$ cat src/rtl/fwd_hazard_ctrl.sv
// -----------------------------------------------------------------------------
// fwd_hazard_ctrl
//
// Forwarding / hazard controller for the EX-stage operand muxes of the 16-bit,
// 8-register pipeline. A shadow copy of the destination info of the in-flight
// instructions is kept alongside the real pipeline. From it the block computes
// the operand forward selects one cycle early and registers them, so they line
// up with the instruction as it enters EX. It also raises Stall on a load-use
// hazard and sequences the multi-cycle Flush that follows a taken branch.
//
// Ports
//   Clk, Reset          clock (rising edge), asynchronous active-high reset
//   ID_Valid            ID stage holds a real instruction
//   ID_Rs / ID_Rt       source registers feeding Operand1 / Operand2
//   ID_UsesRs/UsesRt    the instruction actually reads Rs / Rt
//   ID_DestReg          destination register (already resolved by RegDst)
//   ID_RegWrite         instruction writes the register file
//   ID_MemRead          instruction is a load
//   BranchTaken         EX resolved a taken branch this cycle
//   ForwardA/ForwardB   operand selects: 00 ReadData1/2, 01 WB_WriteData,
//                       10 Mem_ALUOut (registered)
//   Stall               hold PC and IF/ID, bubble into ID/EX
//   Flush               squash IF/ID and ID/EX
//   StallCount          saturating count of stall cycles
// -----------------------------------------------------------------------------
module fwd_hazard_ctrl #(
   parameter int unsigned FLUSH_CYCLES = 2,
   parameter int unsigned CNT_W        = 16
) (
   input  logic             Clk,
   input  logic             Reset,
   input  logic             ID_Valid,
   input  logic [2:0]       ID_Rs,
   input  logic [2:0]       ID_Rt,
   input  logic             ID_UsesRs,
   input  logic             ID_UsesRt,
   input  logic [2:0]       ID_DestReg,
   input  logic             ID_RegWrite,
   input  logic             ID_MemRead,
   input  logic             BranchTaken,
   output logic [1:0]       ForwardA,
   output logic [1:0]       ForwardB,
   output logic             Stall,
   output logic             Flush,
   output logic [CNT_W-1:0] StallCount
);

   typedef struct packed {
      logic [2:0] dest;
      logic       reg_write;
      logic       mem_read;
   } shadow_t;

   localparam shadow_t Bubble = '0;

   typedef enum logic [0:0] {StIdle, StFlush} state_e;

   localparam logic [2:0] CntLoad = 3'(FLUSH_CYCLES - 1);

   // Only the EX and MEM shadow stages are kept: the register file is
   // write-before-read, so the instruction in WB never needs forwarding and
   // its shadow entry would never be looked at.
   shadow_t ex_q, mem_q, ex_d;

   logic [1:0]       fwd_a_q, fwd_a_d;
   logic [1:0]       fwd_b_q, fwd_b_d;
   logic [CNT_W-1:0] stall_cnt_q;
   state_e           state_q, state_d;
   logic [2:0]       cnt_q, cnt_d;

   logic             flush_raw;
   logic             load_use;
   logic             hit_rs, hit_rt;

   // Forward select for one source; the newer (EX) producer wins over MEM.
   function automatic logic [1:0] fwd_sel(input logic       uses,
                                          input logic [2:0] src,
                                          input shadow_t    ex,
                                          input shadow_t    mem);
      logic [1:0] sel;
      sel = 2'b00;
      if (uses && (src != 3'd0)) begin
         if (ex.reg_write && (ex.dest == src)) begin
            sel = 2'b10;
         end else if (mem.reg_write && (mem.dest == src)) begin
            sel = 2'b01;
         end
      end
      return sel;
   endfunction

   // ---------------------------------------------------------------------------
   // Hazard detection
   // ---------------------------------------------------------------------------
   always_comb begin
      hit_rs   = ID_UsesRs && (ID_Rs != 3'd0) && (ID_Rs == ex_q.dest);
      hit_rt   = ID_UsesRt && (ID_Rt != 3'd0) && (ID_Rt == ex_q.dest);
      load_use = ex_q.mem_read && ex_q.reg_write && (hit_rs || hit_rt);
   end

   // Flush is gated by Reset so it drops the moment Reset rises, even if
   // BranchTaken is still high while the FSM sits in IDLE.
   assign Flush = flush_raw & ~Reset;
   // A taken branch squashes the dependent instruction anyway, so it wins.
   assign Stall = load_use & ~Flush;

   // ---------------------------------------------------------------------------
   // Shadow pipeline and forward selects
   // ---------------------------------------------------------------------------
   always_comb begin
      ex_d = Bubble;
      if (!Stall && !Flush && ID_Valid) begin
         ex_d.dest      = ID_DestReg;
         ex_d.reg_write = ID_RegWrite;
         ex_d.mem_read  = ID_MemRead;
      end
   end

   always_comb begin
      fwd_a_d = 2'b00;
      fwd_b_d = 2'b00;
      // A bubble or a squashed instruction enters EX next cycle: no forwarding.
      if (!Stall && !Flush) begin
         fwd_a_d = fwd_sel(ID_UsesRs, ID_Rs, ex_q, mem_q);
         fwd_b_d = fwd_sel(ID_UsesRt, ID_Rt, ex_q, mem_q);
      end
   end

   always_ff @(posedge Clk or posedge Reset) begin
      if (Reset) begin
         ex_q    <= Bubble;
         mem_q   <= Bubble;
         fwd_a_q <= 2'b00;
         fwd_b_q <= 2'b00;
      end else begin
         ex_q    <= ex_d;
         mem_q   <= ex_q;
         fwd_a_q <= fwd_a_d;
         fwd_b_q <= fwd_b_d;
      end
   end

   assign ForwardA = fwd_a_q;
   assign ForwardB = fwd_b_q;

   // ---------------------------------------------------------------------------
   // Stall performance counter (saturating)
   // ---------------------------------------------------------------------------
   always_ff @(posedge Clk or posedge Reset) begin
      if (Reset) begin
         stall_cnt_q <= '0;
      end else if (Stall && (stall_cnt_q != {CNT_W{1'b1}})) begin
         stall_cnt_q <= stall_cnt_q + CNT_W'(1);
      end
   end

   assign StallCount = stall_cnt_q;

   // ---------------------------------------------------------------------------
   // Branch flush sequencer
   // ---------------------------------------------------------------------------
   always_comb begin
      state_d   = state_q;
      cnt_d     = cnt_q;
      flush_raw = 1'b0;
      unique case (state_q)
         StIdle: begin
            flush_raw = BranchTaken;
            // With a single-cycle window the combinational Flush is enough.
            if (BranchTaken && (FLUSH_CYCLES > 1)) begin
               state_d = StFlush;
               cnt_d   = CntLoad;
            end
         end
         StFlush: begin
            flush_raw = 1'b1;
            if (BranchTaken) begin
               // A fresh taken branch restarts the window.
               cnt_d = CntLoad;
            end else if (cnt_q == 3'd1) begin
               state_d = StIdle;
            end else begin
               cnt_d = cnt_q - 3'd1;
            end
         end
         default: begin
            state_d = StIdle;
         end
      endcase
   end

   always_ff @(posedge Clk or posedge Reset) begin
      if (Reset) begin
         state_q <= StIdle;
         cnt_q   <= 3'd0;
      end else begin
         state_q <= state_d;
         cnt_q   <= cnt_d;
      end
   end

endmodule

$ cat config.mk
export PLATFORM = sky130hd
export DESIGN_NAME = fwd_hazard_ctrl
export DESIGN_NICKNAME = d
export VERILOG_FILES = /design/src/rtl/fwd_hazard_ctrl.sv
export SDC_FILE = /design/constraint.sdc
export NUM_CORES = 1
export LEC_CHECK = 0
export BUFFER_PORTS_ARGS = -buffer_cell sky130_fd_sc_hd__buf_2
export CORE_MARGIN = 3
export CORE_UTILIZATION = 52
export DETAILED_ROUTE_END_ITERATION = 12
export PLACE_DENSITY = 0.82
export SKIP_CTS_REPAIR_TIMING = 1
export SYNTH_ARGS = -nofsm -noshare
export SYNTH_HDL_FRONTEND = slang
export SYNTH_SLANG_ARGS = --single-unit
$ cat constraint.sdc
create_clock -name Clk -period 2.2 [get_ports Clk]
set_clock_uncertainty 0.15 [all_clocks]
set_input_delay 0.33 -clock Clk [delete_from_list [all_inputs] [get_ports Clk]]
set_output_delay 0.33 -clock Clk [all_outputs]
set_load 0.02 [all_outputs]
Yosys cells after proc, flatten, opt, wreduce, memory -nomap -nowiden:

Index checks and enable logic that the tools add are counted.

* add/subtract/negate cells: 2
* eq/ne operators: 10
* mux-type cells: 18
* bitwise logic cells: 5
* reduce and logical (&&, ||, !) cells: 19

Operators with widths (count)
* $eq 3x3->1: 6
* $add 16x1->16 const B: 1
* $ne 16x16->1 const B: 1
* $logic_and 1x1->1: 13
* $mux 2: 6
* $mux 3: 3
* $pmux 3 s2: 1
* $reduce_bool 3->1: 2
* $mux 1: 5
* $mux 5: 1
* $pmux 1 s2: 2
* $eq 3x1->1 const B: 1
* $ne 3x3->1 const B: 1
* $not 1->1: 3
* $sub 3x1->3 const B: 1
* $and 1x1->1: 2
* $logic_not 1->1: 2
* $ne 2x2->1 const B: 1
* $reduce_and 2->1: 1
* $logic_or 1x1->1: 1

* bits in registers: 33
* bits of input ports: 17
* word-level logic and storage cells: 64

Depth between registers and ports, before layout:

* word-level depth: 10
* mapped depth: 7
* depth with buffers taken out: 7

Worst setup path before layout:

No wires, ideal clock.

* kind: reg-to-reg
* start point: register stall_cnt_q[0] (netlist: StallCount[0])
* end point: register stall_cnt_q[1] (netlist: StallCount[1])
* arrival time: 1677 ps
* required time: 1922 ps
* path slack: 246 ps
* cell stages (with the launch flop): 7
* path buffers: 0
* path through: dfrtp_1 > ha_1 > nand3_1 > nor3_1 > nand2_2 > nand2_2 > mux2_1

* cells in the longest elaborated chain, start to end: 2

Ends and longest elaborated chain
* start: declaration: line 67 `logic [CNT_W-1:0] stall_cnt_q;`
* start signal: assignment: line 153 `stall_cnt_q <= stall_cnt_q + CNT_W'(1);`
* parallel branches: the longest is 2 deep, another holds $add 16x1->16

Parallel ways; which one is timed is not known.
A chain may end at the register's enable or synchronous reset.

Final worst setup path:

* start point: register ex_q[2] in the netlist's numbering
* end point: output port Stall

* cells in the longest elaborated chain, start to end: 5

Ends and longest elaborated chain
* start: declaration: line 63 `shadow_t ex_q, mem_q, ex_d;`
* start signal: assignment: line 131 `ex_q <= Bubble;`
* $eq 3x3->1, on equally long branches: line 96, 97
* $logic_and 1x1->1, on equally long branches: line 96, 97
* $logic_or 1x1->1 *: line 98 `load_use = ex_q.mem_read && ex_q.reg_write && (hit_rs || hit_rt);`
* $logic_and 1x1->1 *: line 98
* $and 1x1->1 *: line 105 `assign Stall = load_use & ~Flush;`
* end: declaration: line 43 `output logic Stall,`

Every way passes the cells marked *; elsewhere a longest branch is shown, timed or not.

==> impl_metrics.py <==
metrics = {
    "outcome": {
        "status": "finished, violations left",
        "violations": "setup timing",
    },
    "floorplanning": {
        "die_w_um": 62.0,
        "die_area_mm2": 0.00384,
        "row_count": 19,
        "io_pins": 39,
        "die_h_um": 62.0,
        "start_util_pct": 56.6,
        "coreArea_mm2": 0.00288,
    },
    "worst_hold_path": {
        "holdCritPathClass": "in -> reg",
    },
    "layout": {
        "multi_input_area_um2": 778,
        "drive_gt1_share_pct": 35.9,
        "fillers": 219,
        "antenna-diode-count": 0,
        "fin_cells": 248,
        "final_common_cell": "buf_2",
        "area_delta_synth_final_pct": 27.0,
        "ff_latch_area_um2": 827,
        "layout.nets": 225,
        "final_cell_mix": "37 x buf_2, 32 x dfrtp_1, 14 x xnor2_1, 11 x and3_1, 11 x buf_4",
    },
    "placed_design": {
        "dp.cells": 234,
        "hpwl_um": 2540,
        "gp_congestion": 0.824,
        "numPortBuffers": 38,
    },
    "setup_path": {
        "end_kind": "output port",
        "required_ns": 1.72,
        "worstPathArrival_ns": 1.76,
        "crit_fanout": 3,
        "start_kind": "register",
        "r2r_setup_slack_ns": 0.02,
        "worstSetupPathType": "reg -> out",
    },
    "yosys": {
        "synth_compound_area_share_pct": 5.22,
        "synth_seq_cells": 33,
        "netlist_instances": 149,
        "synth_area_leaders": "dfrtp_1 51%, xnor2_1 7.5%, xor2_1 6.5%",
        "synth_top_area_share_pct": 50.7,
        "synth_fa_ha_area_share_pct": 2.30,
        "synth_top_family_by_area": "simple AND/OR/NAND/NOR gates",
        "synth_top_area_cell": "dfrtp_1",
        "yosysWarnings": 0,
        "synth.area.mux_share_pct": 1.61,
        "syn_area_mm2": 0.00163,
        "synth_area_per_cell_um2": 10.9,
        "mappedNetlistNets": 169,
        "synth-xor-area-share_pct": 14.0,
        "synth_simple_gate_area_share_pct": 23.7,
        "yosysSeqAreaShare_pct": 50.7,
        "ys_types": 29,
    },
    "pwr": {
        "power-per-cell-area_mw_per_mm2": 580,
        "vdd_drop_max_v": 0.000409,
        "cellLeakagePower_uw": 0.00104,
    },
    "route": {
        "wirelength_um": 3570,
        "firstDrtPassIters": 4,
        "drc": 0,
        "final_antenna_net_count": 0,
        "viasPerCell": 5.41,
        "wire_per_inst_um": 14.4,
        "drt-initial-drc-count": 65,
        "vias": 1341,
    },
    "sta": {
        "slew_violations": 0,
        "fin_tns_setup_ns": -0.0370,
        "finalHoldViolations": 0,
        "finalCritPeriodShare_pct": 102,
        "fin_ws_ns": -0.0370,
        "relSlewSlack_pct": 66.9,
        "finalSetupViolations": 1,
        "period_minus_slack_ns": 2.24,
        "rsz0062_at_grt": "yes",
        "clock.fmax_mhz": 447,
        "worstMarginPinSlew_ns": 0.495,
    },
    "clocking": {
        "cts_made_buffers": 5,
        "cts.clk_slew.worst_paths_ns": 0.11,
        "h-tree-depth": 2,
        "cts_tree": "yes",
        "cts_buffer_depth": 2,
        "clock_latency_ns": 0.35,
        "cts_sinks": 33,
        "cts_root_buf": "clkbuf_4",
    },
    "global_route": {
        "grt_pass1_wl_um": 5410,
        "grt_max_degree": 23,
        "gr-total-overflow": 0,
        "grt_use_total_pct": 19.8,
        "antenna_found_initial": 0,
        "grt_pass1_vias": 1287,
    },
    "run": {
        "max_cap_violations": 0,
    },
}
-- metal layers --
metal	global-route usage [%]	share of wire, %	vias up
met3	6.40	5.7	16
li1	-	-	630
met4	12.1	3.2	0
met5	0	0	-
met2	30.9	48	55
met1	23.7	43	640
-- flip-flops by register name (all words and copies together), names as in the netlist --
register / cells
ForwardA: 2
StallCount: 16
cnt_q: 3
state_q: 1
ForwardB: 2
ex_q: 5
mem_q: 4
-- worst max-delay path, stage by stage, from the launching register on --
cell     delay [ns]
dfrtp_2        0.47
xor2_2         0.17
nor4_2         0.38
o21a_2         0.26
buf_6          0.13
-- Yosys cell counts --
cell      count
dfrtp_1      33
xnor2_1      14
xor2_1       12
and3_1       11
nand2_1      10
nor2_1        9
nor3_1        7
nand3_1       6
inv_1         5
nand3_2       5
a21oi_1       4
nand4_1       4
ha_1          3
nand2b_1      3
nor4_1        3
a31oi_1       2
and4_1        2
buf_6         2
nand2_2       2
nor4_2        2
o31ai_1       2
mux2_1        1
mux2_4        1
nand4_2       1
o21a_1        1
o21ai_0       1
o21ba_2       1
o22a_1        1
o22ai_1       1
-- where the power goes --
group / switching, uW / internal (uW) / total (uW)
logic: 59.6 / 44.7 / 104
registers: 13.0 / 618 / 631
clock network: 224 / 240 / 464
-- cell families (layout without fill, tap and decap cells) --
| logic type | after synthesis | count (layout) |
|---|---|---|
| buf+inv | 7 | 64 |
| flops | 33 | 33 |
| xor+xnor | 26 | 26 |
| mux | 2 | 2 |
| fa+ha+maj | 3 | 3 |
| simple gates | 65 | 65 |
| compound gates | 13 | 13 |
-- cell type report --
| class | instances | area share (%) |
|---|---|---|
| repair buffers | 51 | 14.9 |
| flip-flops and latches | 33 | 40.0 |
| multi-input cells | 109 | 37.6 |
| clock inverters | 3 | 2.24 |
| clock buffers | 5 | 1.81 |
| inverters | 5 | 0.907 |
| well taps | 42 | 2.54 |
-- metrics by stage --
step | instance area [um2] | power [uW] | hold slack, ns | setup slack, ns | util, %
floorplan | 1630 | 693 | 0.244 | 0.246 | -
CTS | 2000 | 1200 | -0.139 | -0.241 | 69.5
global placement | 1910 | 732 | 0.240 | 0.175 | 66.6
global route | 2070 | 1250 | 0.0448 | -0.121 | 71.9
detailed placement | 1910 | 739 | 0.249 | 0.103 | 66.6
finish | 2070 | 1200 | 0.0421 | -0.0370 | 71.9
-- path summary, 6_finish.rpt --
kind	startpoint	endpoint	depth (start not counted)
setup / recovery	ex_q[2]	Stall	4
hold / removal	BranchTaken	cnt_q[1]	2
hold reg to reg	ex_q[3]	mem_q[3]	0
max in group asynchronous	Reset	StallCount[6]	4
setup reg to reg	ex_q[2]	StallCount[5]	8
min in group asynchronous	Reset	state_q	3
Note: power is estimated with default switching activity, not from simulation.
